**src/rtl/mem_dma_pkg.sv**
```systemverilog
// Shared constants and types for the image-memory burst engine.
package mem_dma_pkg;

  localparam int DATA_W    = 64;
  localparam int ADDR_W    = 16;
  localparam int MEM_DEPTH = 49152;

  typedef logic [1:0] state_t;
  localparam state_t S_IDLE = 2'd0;
  localparam state_t S_RD   = 2'd1;
  localparam state_t S_WR   = 2'd2;
  localparam state_t S_DONE = 2'd3;

  typedef enum logic {
    DIR_RD = 1'b0,
    DIR_WR = 1'b1
  } dir_e;

  // One extra bit so base+length cannot wrap before the comparison.
  function automatic logic range_ok(input logic [ADDR_W-1:0] base,
                                    input logic [ADDR_W-1:0] len);
    logic [ADDR_W:0] end_a;
    end_a = {1'b0, base} + {1'b0, len};
    return end_a <= (ADDR_W+1)'(MEM_DEPTH);
  endfunction

endpackage

```
**src/rtl/mem_dma_stream_fifo.sv**
```systemverilog
// Small synchronous FIFO with occupancy output; absorbs read-stream backpressure.
module stream_fifo
  import mem_dma_pkg::*;
#(
  parameter int W     = DATA_W,
  parameter int DEPTH = 2,
  parameter int PTR_W = (DEPTH > 1) ? $clog2(DEPTH) : 1,
  parameter int CNT_W = $clog2(DEPTH + 1)
) (
  input  logic             clk,
  input  logic             rst,
  input  logic             push,
  input  logic [W-1:0]     push_data,
  input  logic             pop,
  output logic [W-1:0]     pop_data,
  output logic             full,
  output logic             empty,
  output logic [CNT_W-1:0] count
);

  logic [W-1:0]     store_q [DEPTH];
  logic [PTR_W-1:0] wp_q, rp_q;
  logic [CNT_W-1:0] cnt_q;
  logic             do_push, do_pop;

  assign full    = (cnt_q == CNT_W'(DEPTH));
  assign empty   = (cnt_q == '0);
  assign count   = cnt_q;
  assign do_pop  = pop && !empty;
  // A push into a full FIFO is allowed when the head leaves in the same cycle.
  assign do_push = push && (!full || do_pop);
  assign pop_data = store_q[rp_q];

  always_ff @(posedge clk) begin
    if (do_push) store_q[wp_q] <= push_data;
  end

  always_ff @(posedge clk) begin
    if (rst) begin
      wp_q  <= '0;
      rp_q  <= '0;
      cnt_q <= '0;
    end else begin
      if (do_push) wp_q <= (wp_q == PTR_W'(DEPTH - 1)) ? '0 : wp_q + PTR_W'(1);
      if (do_pop)  rp_q <= (rp_q == PTR_W'(DEPTH - 1)) ? '0 : rp_q + PTR_W'(1);
      cnt_q <= cnt_q + CNT_W'(do_push) - CNT_W'(do_pop);
    end
  end

endmodule

```
**src/rtl/mem_dma.sv**
```systemverilog
// Burst engine in front of the single-port image memory: streams consecutive
// words out (read burst) or writes an incoming stream to consecutive addresses.
module mem_dma
  import mem_dma_pkg::*;
#(
  parameter int FIFO_DEPTH = 2
) (
  input  logic              clk,
  input  logic              rst,
  input  logic              start,
  input  logic              dir,
  input  logic [ADDR_W-1:0] base_addr,
  input  logic [ADDR_W-1:0] length,
  output logic              busy,
  output logic              done,
  output logic              err,
  output logic [ADDR_W-1:0] mem_address,
  output logic [DATA_W-1:0] mem_data_out,
  output logic              mem_we,
  input  logic [DATA_W-1:0] mem_data_in,
  output logic [DATA_W-1:0] rd_data,
  output logic              rd_valid,
  input  logic              rd_ready,
  input  logic [DATA_W-1:0] wr_data,
  input  logic              wr_valid,
  output logic              wr_ready
);

  localparam int OCC_W = $clog2(FIFO_DEPTH + 1);

  state_t            state_q, state_d;
  logic [ADDR_W-1:0] base_q, len_q;
  logic [ADDR_W-1:0] issue_cnt_q, xfer_cnt_q;
  logic [ADDR_W-1:0] addr_hold_q;
  logic [DATA_W-1:0] wdata_hold_q;
  logic              err_q;
  logic              vld_p1;

  logic              cmd_zero, cmd_bad, accept;
  logic              issue_p0, pop, wr_hs, rd_last, wr_last;
  logic [OCC_W+1:0]  credit_use;
  logic              fifo_full, fifo_empty;
  logic [OCC_W-1:0]  fifo_occ;
  logic [DATA_W-1:0] fifo_head;

  assign accept   = (state_q == S_IDLE) && start;
  assign cmd_zero = (length == '0);
  assign cmd_bad  = !range_ok(base_addr, length);

  // Credit: words already buffered plus the one arriving from memory, minus the
  // one leaving now, must leave room for the word issued this cycle.
  assign credit_use = (OCC_W+2)'(fifo_occ) + (OCC_W+2)'(vld_p1) - (OCC_W+2)'(pop);
  assign issue_p0   = (state_q == S_RD) && (issue_cnt_q != len_q) &&
                      (credit_use < (OCC_W+2)'(FIFO_DEPTH));

  assign rd_valid = !fifo_empty;
  assign rd_data  = fifo_head;
  assign pop      = rd_valid && rd_ready;
  assign rd_last  = pop && (xfer_cnt_q == len_q - ADDR_W'(1));

  assign wr_ready = (state_q == S_WR);
  assign wr_hs    = wr_ready && wr_valid;
  assign wr_last  = wr_hs && (xfer_cnt_q == len_q - ADDR_W'(1));
  assign mem_we   = wr_hs && !rst;

  always_comb begin
    mem_address = addr_hold_q;
    if (issue_p0)               mem_address = base_q + issue_cnt_q;
    else if (state_q == S_WR)   mem_address = base_q + xfer_cnt_q;
  end

  assign mem_data_out = (state_q == S_WR) ? wr_data : wdata_hold_q;

  assign busy = (state_q == S_RD) || (state_q == S_WR);
  assign done = (state_q == S_DONE);
  assign err  = (state_q == S_DONE) && err_q;

  always_comb begin
    state_d = state_q;
    case (state_q)
      S_IDLE: if (start) begin
        if (cmd_zero || cmd_bad) state_d = S_DONE;
        else if (dir == DIR_WR)  state_d = S_WR;
        else                     state_d = S_RD;
      end
      S_RD:   if (rd_last) state_d = S_DONE;
      S_WR:   if (wr_last) state_d = S_DONE;
      S_DONE: state_d = S_IDLE;
      default: state_d = S_IDLE;
    endcase
  end

  always_ff @(posedge clk) begin
    if (rst) begin
      state_q      <= S_IDLE;
      base_q       <= '0;
      len_q        <= '0;
      issue_cnt_q  <= '0;
      xfer_cnt_q   <= '0;
      err_q        <= 1'b0;
      vld_p1       <= 1'b0;
      addr_hold_q  <= '0;
      wdata_hold_q <= '0;
    end else begin
      state_q      <= state_d;
      vld_p1       <= issue_p0;
      addr_hold_q  <= mem_address;
      wdata_hold_q <= mem_data_out;
      if (accept) begin
        base_q      <= base_addr;
        len_q       <= length;
        issue_cnt_q <= '0;
        xfer_cnt_q  <= '0;
        err_q       <= !cmd_zero && cmd_bad;
      end else begin
        if (issue_p0)     issue_cnt_q <= issue_cnt_q + ADDR_W'(1);
        if (pop || wr_hs) xfer_cnt_q  <= xfer_cnt_q + ADDR_W'(1);
      end
    end
  end

  // Stage p1: memory returns the word issued last cycle; capture it.
  stream_fifo #(
    .W     (DATA_W),
    .DEPTH (FIFO_DEPTH)
  ) u_fifo (
    .clk       (clk),
    .rst       (rst),
    .push      (vld_p1),
    .push_data (mem_data_in),
    .pop       (pop),
    .pop_data  (fifo_head),
    .full      (fifo_full),
    .empty     (fifo_empty),
    .count     (fifo_occ)
  );

  logic unused_full;
  assign unused_full = fifo_full;

endmodule

```
**config.mk**
```make
export PLATFORM = sky130hd
export DESIGN_NAME = mem_dma
export DESIGN_NICKNAME = d
export VERILOG_FILES = /design/src/rtl/mem_dma_pkg.sv /design/src/rtl/mem_dma_stream_fifo.sv /design/src/rtl/mem_dma.sv
export SDC_FILE = /design/constraint.sdc
export NUM_CORES = 1
export LEC_CHECK = 0
export BUFFER_PORTS_ARGS = -buffer_cell sky130_fd_sc_hd__clkbuf_2
export CAP_MARGIN = 20
export CORE_ASPECT_RATIO = 1.2
export CORE_MARGIN = 5
export CORE_UTILIZATION = 50
export CTS_BUF_LIST = sky130_fd_sc_hd__clkbuf_4 sky130_fd_sc_hd__clkbuf_8 sky130_fd_sc_hd__clkbuf_16
export DETAILED_ROUTE_END_ITERATION = 6
export PLACE_DENSITY = 0.82
export SLEW_MARGIN = 20
export SYNTH_ARGS = -nofsm -noshare
export SYNTH_HDL_FRONTEND = slang
export SYNTH_SLANG_ARGS = --single-unit
```
**constraint.sdc**
```tcl
create_clock -name clk -period 5.2 [get_ports clk]
set_clock_uncertainty 0.2 [all_clocks]
set_input_delay 0.78 -clock clk [delete_from_list [all_inputs] [get_ports clk]]
set_output_delay 0.78 -clock clk [all_outputs]
set_load 0.05 [all_outputs]
```
==> results.py <==
metrics = {
    "run_status": {
        "status": "complete, no violations",
    },
    "synthesis": {
        "ys_ff_latch": 281,
        "synth_cells": 1195,
        "async_flop_share_pct": 0,
        "yosysSeqAreaShare_pct": 50.4,
        "synth_edf_count": 128,
        "synth_ff_type": "dfxtp_1",
        "yosysWarnings": 0,
        "synth_cell_types": 71,
        "syn_area_per_cell_um2": 11.5,
        "netlist_area_um2": 13700,
        "synth_nets": 1423,
    },
    "power_and_ir_drop": {
        "p_switching_w": 0.00414,
        "ir_drop_mv": 0.417,
        "seq_power_share_pct": 29.9,
        "finalPower_w": 0.00960,
        "p_comb_share_pct": 47.0,
        "power_density_nw_per_um2": 571,
        "pwr-share-clk_pct": 23.1,
        "swShare_pct": 43.1,
        "p_int_w": 0.00547,
        "p_leak_nw": 7.16,
    },
    "worst_setup_path": {
        "cp.required_ns": 4.22,
        "cp_cell_sequence": "o21ai_0, inv_1, ha_1, nor2b_1, fa_1, a2111oi_4, nand2_1, buf_4, o31ai_1, buf_12",
        "cp_slowest_cell": "a2111oi_4",
        "worst_path_dominant_cell_family": "compound AO/OA/AOI/OAI gates",
        "critical_path_class": "flop to primary output",
        "crit_buf_inv": 3,
        "worstPathArrival_ns": 3.82,
        "cpPeakStageDelay_ns": 0.50,
        "endpoint_kind": "primary output",
        "start_kind": "flop",
        "cp_max_fo": 28,
    },
    "route": {
        "post-route-drc-count": 0,
        "drtIter0Drc": 650,
        "drt_first_pass_iters": 5,
        "wl_um": 35400,
        "drt-vias-per-instance": 5.62,
        "wl_per_cell_um": 19.0,
        "ant_nets": 0,
        "num_vias": 10470,
    },
    "cells_and_area": {
        "layout_commonest_cell": "clkbuf_2",
        "fin_area_um2": 16800,
        "drive_gt1_share_pct": 34.5,
        "nNetsFinal": 1730,
        "area_growth_pct": 22.5,
        "mostFrequentLayoutCells": "306 x clkbuf_2, 152 x dfxtp_1, 130 x mux2_2, 128 x edfxtp_1, 80 x and2_1",
        "final_util_pct": 62.1,
    },
    "run": {
        "max_cap_violations": 0,
    },
    "timing": {
        "finalSetupViolations": 0,
        "period_minus_slack_ns": 4.80,
        "slew_headroom_pct": 38.4,
        "fmax_ghz": 0.208,
        "max_slew.worst_pin.slew_ns": 0.923,
        "rsz0062_at_grt": "no",
        "fin_crit_sh_pct": 92.3,
        "final-hold-violation-count": 0,
        "fin_ws_ns": 0.400,
        "drv_slew": 0,
        "finalSetupTns_ns": 0,
    },
    "worst_hold_path": {
        "hp-class": "input pin to flop",
    },
    "placed_design": {
        "hpwl_um": 26800,
        "dpl_cell_area_um2": 15700,
        "gp_congestion": 0.950,
        "port_buffers": 315,
        "place_ws_ns": 0.530,
    },
    "floorplan": {
        "fp-row-count": 66,
        "die_w_um": 161,
        "start_util_pct": 50.6,
        "core_area_um2": 27100,
        "die_height_um": 191,
        "pin_count": 316,
        "die_area_um2": 30900,
    },
    "clock_network": {
        "cts_tree": "done",
        "postCtsSetupRepairBufs": 0,
        "cts_resized": 0,
        "cts_buffers": 28,
        "hold_buffers": 0,
        "cts.clk_slew.worst_paths_ns": 0.06,
        "h-tree-depth": 1,
        "clk_path_buf_depth": 3,
        "clock_latency_ns": 0.54,
        "clock_sinks": 281,
        "cts_root_buf": "clkbuf_16",
    },
    "global_routing": {
        "grt_pass1_vias": 10455,
        "grt_max_degree": 78,
        "grtUsageTotal_pct": 21.8,
        "overflow": 0,
        "antenna_found_initial": 1,
        "grt_pass1_wl_um": 54700,
    },
}
[routing by layer]
layer	track usage, %	wire [um]	up-vias
met5	0	13	-
met4	7.78	1150	2
met3	4.12	2910	73
met2	36.9	17000	419
met1	28.2	14300	4966
li1	-	-	5010
[final cells by class]
class	instances	area, um^2
clock buffers	40	851
well taps	340	425
fillers	2139	10300
flip-flops and latches	281	6910
multi-input cells	832	6510
diodes	1	2.50
inverters	35	131
clock inverters	11	195
repair buffers	324	1780
[path summary, 6_finish.rpt]
kind | start | end | slack (ns) | cells past startpoint
setup / recovery | u_fifo.count[1]$_SDFF_PP0_ | mem_address[4] | 0.40 | 10
hold / removal | mem_data_in[2] | u_fifo.store_q[0][2]$_DFFE_PP_ | 0.23 | 1
setup reg to reg | u_fifo.count[1]$_SDFF_PP0_ | issue_cnt_q[14]$_SDFFE_PP0P_ | 1.37 | 11
hold reg to reg | err_q$_SDFFE_PP0P_ | err_q$_SDFFE_PP0P_ | 0.28 | 2
[synthesized netlist by cell type (3+ instances only)]
cell type	instances	area share, %
o21bai_1	3	0.16
o311ai_0	5	0.32
a31oi_1	9	0.41
inv_1	35	0.96
nand3_1	23	0.84
a21oi_1	47	1.7
xnor2_1	42	2.7
edfxtp_1	128	28
nand2_1	35	0.96
a221oi_1	3	0.19
and3_1	12	0.55
a21o_1	11	0.60
mux2i_1	15	1.1
a211oi_1	14	0.77
clkbuf_1	40	1.1
nand4_1	11	0.50
a311oi_1	3	0.19
a2111oi_0	3	0.19
o2111ai_1	3	0.19
dfxtp_1	153	22
nor4b_1	3	0.19
o21ai_0	32	1.2
o311a_1	3	0.22
nor2b_1	16	0.73
o21a_1	12	0.66
xor2_1	48	3.1
nand2b_1	6	0.27
mux2_2	130	11
nor2_1	66	1.8
or3_1	12	0.55
and2_1	81	3.7
a211o_1	4	0.26
fa_1	4	0.58
or2_2	5	0.23
ha_1	58	5.3
nor4_1	10	0.46
o31ai_1	5	0.27
a22o_1	29	1.9
nand3b_1	3	0.16
nor3_1	33	1.2
[registers in the layout (all words and copies together) (netlist names), named ones only]
register	cells
xfer_cnt_q	16
state_q	2
u_fifo.count	2
u_fifo.wp_q	1
len_q	16
err_q	1
wdata_hold_q	64
u_fifo.rp_q	1
issue_cnt_q	16
base_q	16
addr_hold_q	16
u_fifo.store_q	128
vld_p1	1
[cell families after synthesis]
kind of cell | Yosys count | share of synthesized area (%)
AO/OA/AOI/OAI | 205 | 10.7
XOR/XNOR | 90 | 5.75
adder cells (fa/ha/maj) | 62 | 5.87
buffers and inverters | 82 | 2.42
flip-flops | 281 | 50.4
multiplexers | 145 | 11.8
AND/OR/NAND/NOR | 330 | 13.2
[stage by stage]
| step | hold WS [ns] | cells |
|---|---|---|
| floorplan | 0.217 | 1195 |
| CTS | 0.199 | 1863 |
| detailed placement | 0.258 | 1812 |
| global route | 0.203 | 1863 |
| global placement | 0.253 | 1812 |
| finish | 0.228 | 1864 |
[power groups by stage]
| stage | logic [W] | registers [W] | clock network, W |
|---|---|---|---|
| 4_1_cts | 0.00454 | 0.00287 | 0.00226 |
| 5_1_grt | 0.00477 | 0.00291 | 0.00235 |
| 3_5_place_dp | 0.00451 | 0.00292 | 0 |
| 3_3_place_gp | 0.00446 | 0.00289 | 0 |
| 2_1_floorplan | 0.00347 | 0.00279 | 0 |
| 6_report | 0.00451 | 0.00287 | 0.00222 |
(Power assumes the default switching activity.)
